[src/rtl/uart_pixel_assembler.sv]
// Packs UART receiver bytes into CHANNELS-wide pixels and issues one frame-buffer
// write per completed pixel, with timeout resync, frame wrap and frame restart.
module uart_pixel_assembler #(
  parameter int CHANNELS     = 3,
  parameter int DATA_W       = 8,
  parameter int ADDR_W       = 18,
  parameter int FRAME_PIXELS = 76800,
  parameter int TIMEOUT_CYC  = 100000,
  parameter bit MSB_FIRST    = 1'b1
) (
  input  logic                         clk,
  input  logic                         RST_BTN_n,
  input  logic                         rx_ready,
  input  logic [DATA_W-1:0]            rx_data,
  input  logic                         frame_start,
  output logic [ADDR_W-1:0]            adress,
  output logic [CHANNELS*DATA_W-1:0]   pix,
  output logic                         wenable,
  output logic                         busy,
  output logic                         frame_done,
  output logic                         timeout_err
);

  localparam int CNT_W = (CHANNELS > 1) ? $clog2(CHANNELS) : 1;
  localparam int TMO_W = $clog2(TIMEOUT_CYC);
  localparam logic [CNT_W-1:0]  LAST_CH   = CNT_W'(CHANNELS - 1);
  localparam logic [ADDR_W-1:0] LAST_ADDR = ADDR_W'(FRAME_PIXELS - 1);
  localparam logic [TMO_W-1:0]  TMO_LAST  = TMO_W'(TIMEOUT_CYC - 1);

  typedef enum logic {S_COLLECT, S_WRITE} state_t;

  state_t                       r_state;
  state_t                       w_state_next;
  logic [CNT_W-1:0]             r_ch_cnt;
  logic [DATA_W-1:0]            r_slot [CHANNELS];
  logic [CHANNELS*DATA_W-1:0]   r_pix;
  logic [ADDR_W-1:0]            r_adress;
  logic [TMO_W-1:0]             r_tmo_cnt;
  logic                         r_timeout_err;

  logic [CNT_W-1:0]             w_idx;
  logic                         w_complete;
  logic                         w_tmo_fire;
  logic [CHANNELS*DATA_W-1:0]   w_pix_next;

  // frame_start restarts the pixel, so a coincident byte lands in channel 0.
  always_comb begin
    w_idx      = frame_start ? '0 : r_ch_cnt;
    w_complete = rx_ready && (w_idx == LAST_CH);
    w_tmo_fire = !frame_start && !rx_ready && (r_ch_cnt != '0) && (r_tmo_cnt == TMO_LAST);
  end

  // NOTE: every always_comb output gets a default first so no path leaves it unassigned (no latch).
  always_comb begin
    w_pix_next = '0;
    for (int k = 0; k < CHANNELS; k++) begin
      if (MSB_FIRST)
        w_pix_next[(CHANNELS-k)*DATA_W-1 -: DATA_W] = (k == CHANNELS-1) ? rx_data : r_slot[k];
      else
        w_pix_next[(k+1)*DATA_W-1 -: DATA_W]        = (k == CHANNELS-1) ? rx_data : r_slot[k];
    end
  end

  // NOTE: slot storage has no reset; each slot is rewritten before the pixel that reads it completes.
  always_ff @(posedge clk) begin
    for (int k = 0; k < CHANNELS; k++) begin
      if (rx_ready && (w_idx == CNT_W'(k)))
        r_slot[k] <= rx_data;
    end
  end

  // NOTE: sequential state uses non-blocking assignments so all registers update from pre-edge values.
  always_ff @(posedge clk) begin
    if (!RST_BTN_n) begin
      r_state       <= S_COLLECT;
      r_ch_cnt      <= '0;
      r_pix         <= '0;
      r_adress      <= '0;
      r_tmo_cnt     <= '0;
      r_timeout_err <= 1'b0;
    end else begin
      r_state       <= w_state_next;
      r_timeout_err <= w_tmo_fire;

      // A write in progress still lands at the old address; restart overrides the increment.
      if (frame_start)
        r_adress <= '0;
      else if (r_state == S_WRITE)
        r_adress <= (r_adress == LAST_ADDR) ? '0 : r_adress + ADDR_W'(1);

      if (rx_ready) begin
        if (w_complete) begin
          r_pix    <= w_pix_next;
          r_ch_cnt <= '0;
        end else begin
          r_ch_cnt <= w_idx + CNT_W'(1);
        end
      end else if (frame_start || w_tmo_fire) begin
        r_ch_cnt <= '0;
      end

      if (frame_start || rx_ready || (r_ch_cnt == '0) || w_tmo_fire)
        r_tmo_cnt <= '0;
      else
        r_tmo_cnt <= r_tmo_cnt + TMO_W'(1);
    end
  end

  always_comb begin
    w_state_next = w_complete ? S_WRITE : S_COLLECT;
  end

  always_comb begin
    wenable     = (r_state == S_WRITE);
    frame_done  = (r_state == S_WRITE) && (r_adress == LAST_ADDR);
    busy        = (r_ch_cnt != '0);
    timeout_err = r_timeout_err;
    adress      = r_adress;
    pix         = r_pix;
  end

endmodule
[config.mk]
export PLATFORM = sky130hd
export DESIGN_NAME = uart_pixel_assembler
export DESIGN_NICKNAME = d
export VERILOG_FILES = /design/src/rtl/uart_pixel_assembler.sv
export SDC_FILE = /design/constraint.sdc
export NUM_CORES = 1
export LEC_CHECK = 0
export BUFFER_PORTS_ARGS = -buffer_cell sky130_fd_sc_hd__buf_2
export CAP_MARGIN = 20
export CELL_PAD_IN_SITES_DETAIL_PLACEMENT = 1
export CELL_PAD_IN_SITES_GLOBAL_PLACEMENT = 1
export CORE_ASPECT_RATIO = 1.1
export CORE_MARGIN = 2
export CORE_UTILIZATION = 42
export DETAILED_ROUTE_END_ITERATION = 7
export PLACE_DENSITY = 0.77
export SLEW_MARGIN = 40
export SYNTH_ARGS = -nofsm -noshare
export SYNTH_HDL_FRONTEND = slang
export SYNTH_SLANG_ARGS = --single-unit
[constraint.sdc]
create_clock -name clk -period 1.8 [get_ports clk]
set_input_delay 0.18 -clock clk [delete_from_list [all_inputs] [get_ports clk]]
set_output_delay 0.18 -clock clk [all_outputs]
set_load 0.005 [all_outputs]
; ---- Yosys cells after proc, flatten, opt, wreduce, memory -nomap -nowiden
; Memories as Yosys holds them, arrays and structs flattened. A register that Yosys moved wholly into a read port is not among the register bits.
; Index checks and enable logic that the tools add are counted.
[op_classes]
mux = 17
n_addsub = 3
multipliers = 0
n_shift = 0
n_reduce_logical = 24
n_eq_ne = 4
bitwise_logic = 1
div_mod_pow = 0
magnitude_cmp = 0
[op_table]
columns = cell, count
row1 = "18-bit by 1-bit adder with 18-bit output, second input constant", 1
row2 = "18-bit by 17-bit equality test with 1-bit output, second input constant", 1
row3 = 18-bit 2-to-1 mux, 1
row4 = "17-bit by 1-bit adder with 17-bit output, second input constant", 1
row5 = "17-bit equality test, second input constant", 1
row6 = 8-bit 2-to-1 mux, 2
row7 = 8-bit OR reduction, 2
row8 = 2-bit 2-to-1 mux, 6
row9 = 1-bit 2-to-1 mux, 8
row10 = 1-bit logical AND, 7
row11 = 1-bit zero test, 4
row12 = 2-bit zero test, 2
row13 = 1-bit logical OR, 4
row14 = 2-bit nonzero test, 2
row15 = 2-bit OR reduction, 2
row16 = "2-bit by 1-bit adder with 2-bit output, second input constant", 1
row17 = "2-bit by 1-bit equality test with 1-bit output, second input constant", 1
row18 = "2-bit equality test, second input constant", 1
row19 = 2-bit AND reduction, 1
row20 = 1-bit inverter, 1
[word_totals]
out_inout_bits = 46
input_bits = 12
mem_bits_ro = 0
latchBits = 0
reg_bits = 63
wordCells = 56
n_memories = 1
ramBits = 24
[mem_list]
columns = memory, depth, word_bits, read_ports, rd_clocked_by_memory_dff, wr, line_no
row1 = r_slot, 3, 8, 2, 2, 1, 35  ; logic [DATA_W-1:0] r_slot [CHANNELS];

; ---- Longest topological paths before layout
; Gate-level depths: netlist of the first run.
[depth]
ltp_word = 8
depth_mapped = 7

; ---- Worst setup path before layout of the first run
; Ideal clock, no wire load.
[synth_timing]
path_type = register -> register
start = register r_adress[0] (netlist: adress[0])
end = register r_adress[0] (netlist: adress[0])
period_less_slack_ns = 1.653
arrival_time_ns = 1.526
path_stages_with_launch = 7
slack_ns = 0.147
required_time_ns = 1.672
setup_ns = 0.128
path_buffers = 1
path_cell_list = dfxtp_1 -> ha_1 -> and3_1 -> nand3_2 -> o21bai_2 -> clkbuf_1 -> nor2_1
[synth_via]
elab_chain_len = 2
[synth_lines]
columns = item, line_no
row1 = from (decl), 37  ; logic [ADDR_W-1:0] r_adress;
row2 = from (signal assigned), 89  ; r_adress <= (r_adress == LAST_ADDR) ? '0 : r_adress + ADDR_W'(1);
row3 = 18-bit by 1-bit adder with 18-bit output or 18-bit by 17-bit equality test with 1-bit output (tied branches), 89
row4 = 18-bit 2-to-1 mux *, 89
; Mark *: on every way between the ends. The rest lies on a longest branch, timed or not.
; A chain may end at the register's enable or synchronous reset.

; ---- Final worst setup path of the first run
[layout_timing]
start = register r_adress[0] (netlist: adress[0])
end = output frame_done
[layout_via]
elab_chain_len = 2
[layout_lines]
columns = item, line_no
row1 = 18-bit by 17-bit equality test with 1-bit output, 115  ; frame_done = (r_state == S_WRITE) && (r_adress == LAST_ADDR);
row2 = 1-bit logical AND, 115
row3 = to (decl), 20  ; output logic frame_done,
; Every way passes these cells.

==> results of run 1 <==
metrics by stage:
stage	utilization (%)	setup WS [ps]	cell area, sq um
2_1_floorplan	-	147	3180
3_3_place_gp	49.3	194	3650
3_5_place_dp	49.3	118	3650
4_1_cts	51.6	0.250	3810
5_1_grt	51.7	8.64	3820
6_report	51.7	112	3820
cell type report:
type / count / share of cell area (%)
tap: 87 / 2.85
multi-input combinational: 228 / 35.9
inverter: 2 / 0.196
clock buffer: 9 / 3.24
clock inverter: 7 / 1.01
timing repair buffer: 74 / 11.1
sequential: 79 / 45.6
flip-flops by register name, indices dropped and copies added, names as in the netlist:
signal and count:
pix 24, adress 18, r_tmo_cnt 17, r_slot 16
r_ch_cnt 2, timeout_err 1, wenable 1
logic make-up after synthesis:
group | count (synthesis) | synth area share [%]
buf+inv | 18 | 2.95
xor+xnor | 24 | 6.60
simple gates | 153 | 24.5
flops | 79 | 54.7
compound gates | 49 | 10.5
fa+ha+maj | 2 | 0.786
power by group through the flow:
| stage | sequential, uW | clock, uW | combinational [uW] |
|---|---|---|---|
| 2_1_floorplan | 1870 | 0 | 39.5 |
| 4_1_cts | 1830 | 1160 | 88.4 |
| 6_report | 1830 | 1120 | 86.3 |
| 3_5_place_dp | 1880 | 0 | 88.2 |
| 5_1_grt | 1840 | 1240 | 95.6 |
| 3_3_place_gp | 1870 | 0 | 85.4 |
cell usage after synthesis, types with 3 or more instances:
master / n / area share [%]
edfxtp_1: 16 / 15
nand4_1: 11 / 2.2
a21oi_1: 10 / 1.6
nor3_1: 3 / 0.47
xnor2_1: 9 / 2.5
a21boi_1: 19 / 4.5
xor2_1: 15 / 4.1
a21boi_0: 5 / 1.2
nand3_1: 12 / 1.9
and4_1: 5 / 1.4
clkbuf_1: 7 / 0.83
o21ai_0: 7 / 1.1
nand2_1: 58 / 6.8
buf_2: 6 / 0.94
dfxtp_1: 63 / 40
and2_1: 5 / 0.98
nor2_1: 31 / 3.7
or3_1: 6 / 1.2
and3_1: 3 / 0.59
nor4bb_1: 3 / 0.94
path summary, 6_finish.rpt:
path | startpoint | end | slack [ps]
setup / recovery | adress[0] | frame_done | 110
hold / removal | rx_data[3] | r_slot[0][3] | 40
setup reg to reg | adress[14] | adress[17] | 140
hold reg to reg | pix[8] | pix[8] | 460
critical path, cell delays in order (launching register included):
cell and delay (ps):
dfxtp_1 340, ha_1 190, and3_2 270, nand3_4 120, nor2_1 130, buf_2 120
metal layers:
metal / GRT usage, % / wire length, um / vias up
met5: 0 / 0 / -
met4: 7.81 / 93 / 0
met3: 4.76 / 311 / 9
met2: 33.8 / 3910 / 51
met1: 23.5 / 3160 / 1246
li1: - / - / 1265
placed cells by master (no fill, tap or decap), types with 2 or more instances in the layout:
cell and n:
a21boi_0 5, a21boi_1 19, a21oi_1 10, and2_1 4
and3_1 2, and4_1 4, buf_2 57, buf_4 16
clkbuf_8 9, clkinv_1 2, clkinv_2 3, dfxtp_1 60
dfxtp_2 3, edfxtp_1 16, ha_1 2, inv_1 2
nand2_1 58, nand2b_1 2, nand3_1 12, nand4_1 11
nor2_1 31, nor3_1 3, nor4b_1 2, nor4bb_1 2
o21a_1 2, o21ai_0 7, o31ai_1 2, or3_1 6
or4_1 2, xnor2_1 9, xor2_1 15
what timing repair did:
item / in CTS / in global routing
setup endpoints to repair: 1 / 6
buffers inserted: 0 / 0
endpoints found under the hold margin: 0 / 0
resized for setup: 2 / 5
gates cloned: 0 / 0
==> metrics.md, run 1 <==
| Metric | Value |
|---|---|
| Status | completed |
| Tcrit/Tclk final | a little over nine tenths |
| Initial Utilization | a little over two fifths |
| # DRC | 0 |
| Worst hold slack | 41.2 ps |
| Initial antenna violation count | 0 |
| Worst-case clock buffer depth | 2 |
| Flop pwr share | between 60% and 70% |
| First-pass GRT wire length | 12600 um |
| Non-Filler Instances | 486 |
| Clock network power share | 36.8% |
| Post-Syn Area | 3180 sq um |
| Num rows | 33 |
| CTS root buf | clkbuf_8 |
| Die width | ~87 um |
| DR vias | 2571 |
| Max-slew headroom | approximately 70% |
| FMAX | 593 MHz |
| Layout Nets | 408 |
| Syn. warnings | 0 |
| Layout area overhead | 20.1% |
| Worst Max-Slew Pin Slew | 450 ps |
| Hold Path Depth | 1 |
| Cts hold-fix bufs | 0 |
| Net Sw Frac | about 23% |
| DR pass1 iterations | 3 |
| Tot Pwr | 3040 uW |
| Gr ovfl total | 0 |
| Crit. End Element | primary output |
| HPWL after detailed placement | 5460 um |
| Area of the multi-input gates | roughly 1400 sq um |
| Pin count of the biggest net entering global routing | 27 |
| Internal Power | 2350 uW |
| Num CTS Buffers | 9 |
| Antenna-violating nets left | 0 |
| TritonCTS clock tree | built |
| Yosys reg bits | 79 |
| Worst-path clk slew | 80 ps |
| RD Place Congestion | slightly above 0.8 |
| Pwr dens | slightly below 800 nW/um^2 |
| Skew-Pair Late Insertion Delay | between 300 and 400 ps |
| Synthesized area per cell | 9.79 sq um |
| Post-synth EDFFs | 16 |
| Max Cap Viol | 0 |
| Crit Path Max Fanout | 6 |
| Final Hold Fails | 0 |
| Combinational share of power | roughly 2.8% |
| Syn_nets | roughly 340 |
| Layout cells sized above 1 | between 20% and 30% |
| Peak VDD IR | between 400 and 500 uV |
| Final Setup Violations | 0 |
| Fin. max-slew vios | 0 |
| Ys flop type | dfxtp_1 |
| Psw | a little under 700 uW |
| Pleak | 0.00145 uW |
| Vias in the first global route | approximately 2600 |
| Final setup TNS | 0 ps |
| DR vias/cell | 5.29 |
| Die Span Y | 95.3 um |
| CP required | around 1600 ps |
| Dpl cells | 470 |
| Die area | approximately 8300 sq um |
| Synth async-reset ratio | 0% |
| Hold Crit Class | in -> reg |
| Cells after Synth | 325 |
| H-tree Lvls | 3 |
| Worst setup SP type | register |
| Netlist cell types | 43 |
| Critical path class | reg -> out |
| Core area | 7390 sq um |
| DR iter-0 viols | 66 |
| Routed wire length | approximately 7500 um |
| Unrepaired setup endpoints after global routing | no |
| CTS sink count | 79 |
| FF-to-FF path depth | 4 |
| Tmin final | 1690 ps |
| FILL cells | just under 900 |
| Wirelength per Cell | 15.4 um |
| Gr usage total | 19.6% |
| Register cell area after layout | 1750 sq um |
| Clock skew | 10.0 ps |
| Number of diodes | 0 |
| CP arrival | 1510 ps |
| # port buffers | 57 |
| Register area share after synthesis | between 50% and 60% |
| I/O pins | 58 |
No activity file was read; power rests on OpenSTA's default activity.
==> inputs of run 2 (changes only) <==
--- a/config.mk
+++ b/config.mk
@@ -7,13 +7,11 @@
 export LEC_CHECK = 0
 export BUFFER_PORTS_ARGS = -buffer_cell sky130_fd_sc_hd__buf_2
 export CAP_MARGIN = 20
-export CELL_PAD_IN_SITES_DETAIL_PLACEMENT = 1
-export CELL_PAD_IN_SITES_GLOBAL_PLACEMENT = 1
 export CORE_ASPECT_RATIO = 1.1
 export CORE_MARGIN = 2
-export CORE_UTILIZATION = 42
+export CORE_UTILIZATION = 55
 export DETAILED_ROUTE_END_ITERATION = 7
-export PLACE_DENSITY = 0.77
+export PLACE_DENSITY = 0.78
 export SLEW_MARGIN = 40
 export SYNTH_ARGS = -nofsm -noshare
 export SYNTH_HDL_FRONTEND = slang
==> run 2 against run 1 <==
Effect of this change: non-clock buffer count shrank 2; sequential power hardly changed; clock power up 25%; combinational power is 2.4% lower; clock-buffer cell count grew 1; design area up 1.2%; fmax rose by 0.38%; final cell count decreased by 2.5%; highest routed layer unchanged.
==> metrics.md, run 2 (synthesis results as in run 1) <==
| Metric | Value |
|---|---|
| FF-to-FF path depth | 4 |
| Crit path launch | adress[9] |
| Tcrit/Tclk final | 93.4% |
| Initial antenna violation count | 0 |
| Gr usage total | 20.9% |
| M1 WL | 2920 um |
| RD Place Congestion | 0.818 |
| Most frequent cells in the layout | dfxtp_1 (60), nand2_1 (58), buf_2 (57), nor2_1 (31), a21boi_1 (19) |
| Initial Utilization | between 50% and 60% |
| Layout Nets | 406 |
| Non-Filler Instances | 474 |
| DR pass1 iterations | 4 |
| Die Span Y | 83.8 um |
| CP max stage cell | or4_1 |
| Die width | 76.5 um |
| Layout area overhead | 21.6% |
| FMAX | 595 MHz |
| Worst reg2reg setup slack | 120 ps |
| Slowest Stage Delay on Critical Path | 480 ps |
| Dpl cells | 458 |
| Fin. max-slew vios | 0 |
| # port buffers | 57 |
| Number of diodes | 0 |
| Layout cells sized above 1 | around 25% |
| Core area | 5700 sq um |
| Worst-path cell chain | nand3_1 > or3_4 > or4_1 > a21oi_1 |
| Most common library cell in the layout ignoring fill and taps | dfxtp_1 |
| Met3 Wirelength | roughly 270 um |
| I/O pins | 58 |
| Worst-case clock buffer depth | 2 |
| Tot Pwr | 3320 uW |
| Pwr dens | 858 nW/um^2 |
| Final Hold Fails | 0 |
| Post-route cell area | ~3900 sq um |
| Die area | between 6000 and 7000 sq um |
| HPWL after detailed placement | between 4000 and 5000 um |
| Vias in the first global route | 2394 |
| Final setup TNS | 0 ps |
| Antenna-violating nets left | 0 |
| Final Setup Violations | 0 |
| Num rows | 29 |
| Max Cap Viol | 0 |
| Psw | 681 uW |
| Crit Path Max Fanout | 5 |
| CP required | 2070 ps |
| CTS sink count | 79 |
| Critical path class | reg -> reg |
| Combinational share of power | 2.5% |
| Pin count of the biggest net entering global routing | 27 |
| Clock skew | 8.07 ps |
| Skew-Pair Late Insertion Delay | 340 ps |
| Worst r2r dst | adress[17] |
| Hold Crit Class | in -> reg |
| Post-CTS sizing | 1 |
| Pleak | 0.00146 uW |
| Worst hold slack | 40.3 ps |
| Peak VDD IR | 675 uV |
| Delay-heaviest family, CP | simple AND/OR/NAND/NOR gates |
| Max reg flops | 24 |
| FILL cells | 451 |
| Cell Area, Placed | approximately 3600 sq um |
| Net Sw Frac | 20.5% |
| Max-slew headroom | between 70% and 80% |
| R2r startpoint | adress[9] |
| DR vias | 2492 |
| CTS root buf | clkbuf_8 |
| Crit. path cell count | 4 |
| Worst Max-Slew Pin Slew | 437 ps |
| Clock network power share | 42.3% |
| WL met2 | 3050 um |
| DR vias/cell | 5.26 |
| Worst-path clk slew | 90 ps |
| Num CTS Buffers | 9 |
| Flop pwr share | 55.2% |
| Worst setup SP type | register |
| H-tree Lvls | 3 |
| DR iter-0 viols | 107 |
| Unrepaired setup endpoints after global routing | no |
| Post-CTS Setup Repair Bufs | 0 |
| # DRC | 0 |
| Worst Setup EP | adress[17] |
| Tmin final | 1680 ps |
| Wirelength per Cell | ~13 um |
| Routed wire length | 6360 um |
| Crit path buffers/inverters | 0 |
| TritonCTS clock tree | built |
| Crit. End Element | register |
| Gr ovfl total | 0 |
| Cts hold-fix bufs | 0 |
| Status | completed |
| First-pass GRT wire length | about 11000 um |
| Highest Signal Layer | met4 |
| Internal Power | between 2000 and 3000 uW |
| CP arrival | 1950 ps |
run 2: area by class of cell:
cell class                 instances  area (sq um)  share of cell area (%)
inverter                           2          7.51                   0.194
sequential                        79          1750                    45.1
tap                               77          96.3                    2.49
multi-input combinational        228          1390                    35.8
clock inverter                     6          86.3                    2.23
clock buffer                      10           128                    3.30
timing repair buffer              72           423                    10.9
run 2: routing by layer:
layer / up-vias / track usage (%)
met3: 9 / 4.55
met5: - / 0
met2: 56 / 35.1
met4: 0 / 9.75
met1: 1160 / 25.7
li1: 1267 / -
run 2: power by group through the flow:
stage | clock (uW) | combinational (uW) | sequential (uW)
final | 1400 | 84.2 | 1830
after global routing | 1510 | 92.4 | 1830
after CTS | 1430 | 85.1 | 1830
after detailed placement | 0 | 84.8 | 1870
after global placement | 0 | 82.9 | 1870
after floorplan | 0 | 39.5 | 1870
run 2: worst min-delay path by stage:
stage	start	end	slack (ps)	cells past startpoint
6_report	rx_data[1]	r_slot[1][1]	40	1
5_1_grt	rx_data[1]	r_slot[0][1]	30	1
4_1_cts	rx_data[3]	r_slot[0][3]	20	1
3_5_place_dp	rx_data[3]	r_slot[0][3]	390	1
3_3_place_gp	rx_data[3]	r_slot[0][3]	380	1
2_1_floorplan	rx_data[0]	r_slot[0][0]	280	0
run 2: metrics by stage:
stage,worst slack (ps),util (%)
3_3_place_gp,204,63.7
3_5_place_dp,131,63.7
2_1_floorplan,147,-
4_1_cts,13.3,67.6
6_report,119,68.0
5_1_grt,5.86,68.0
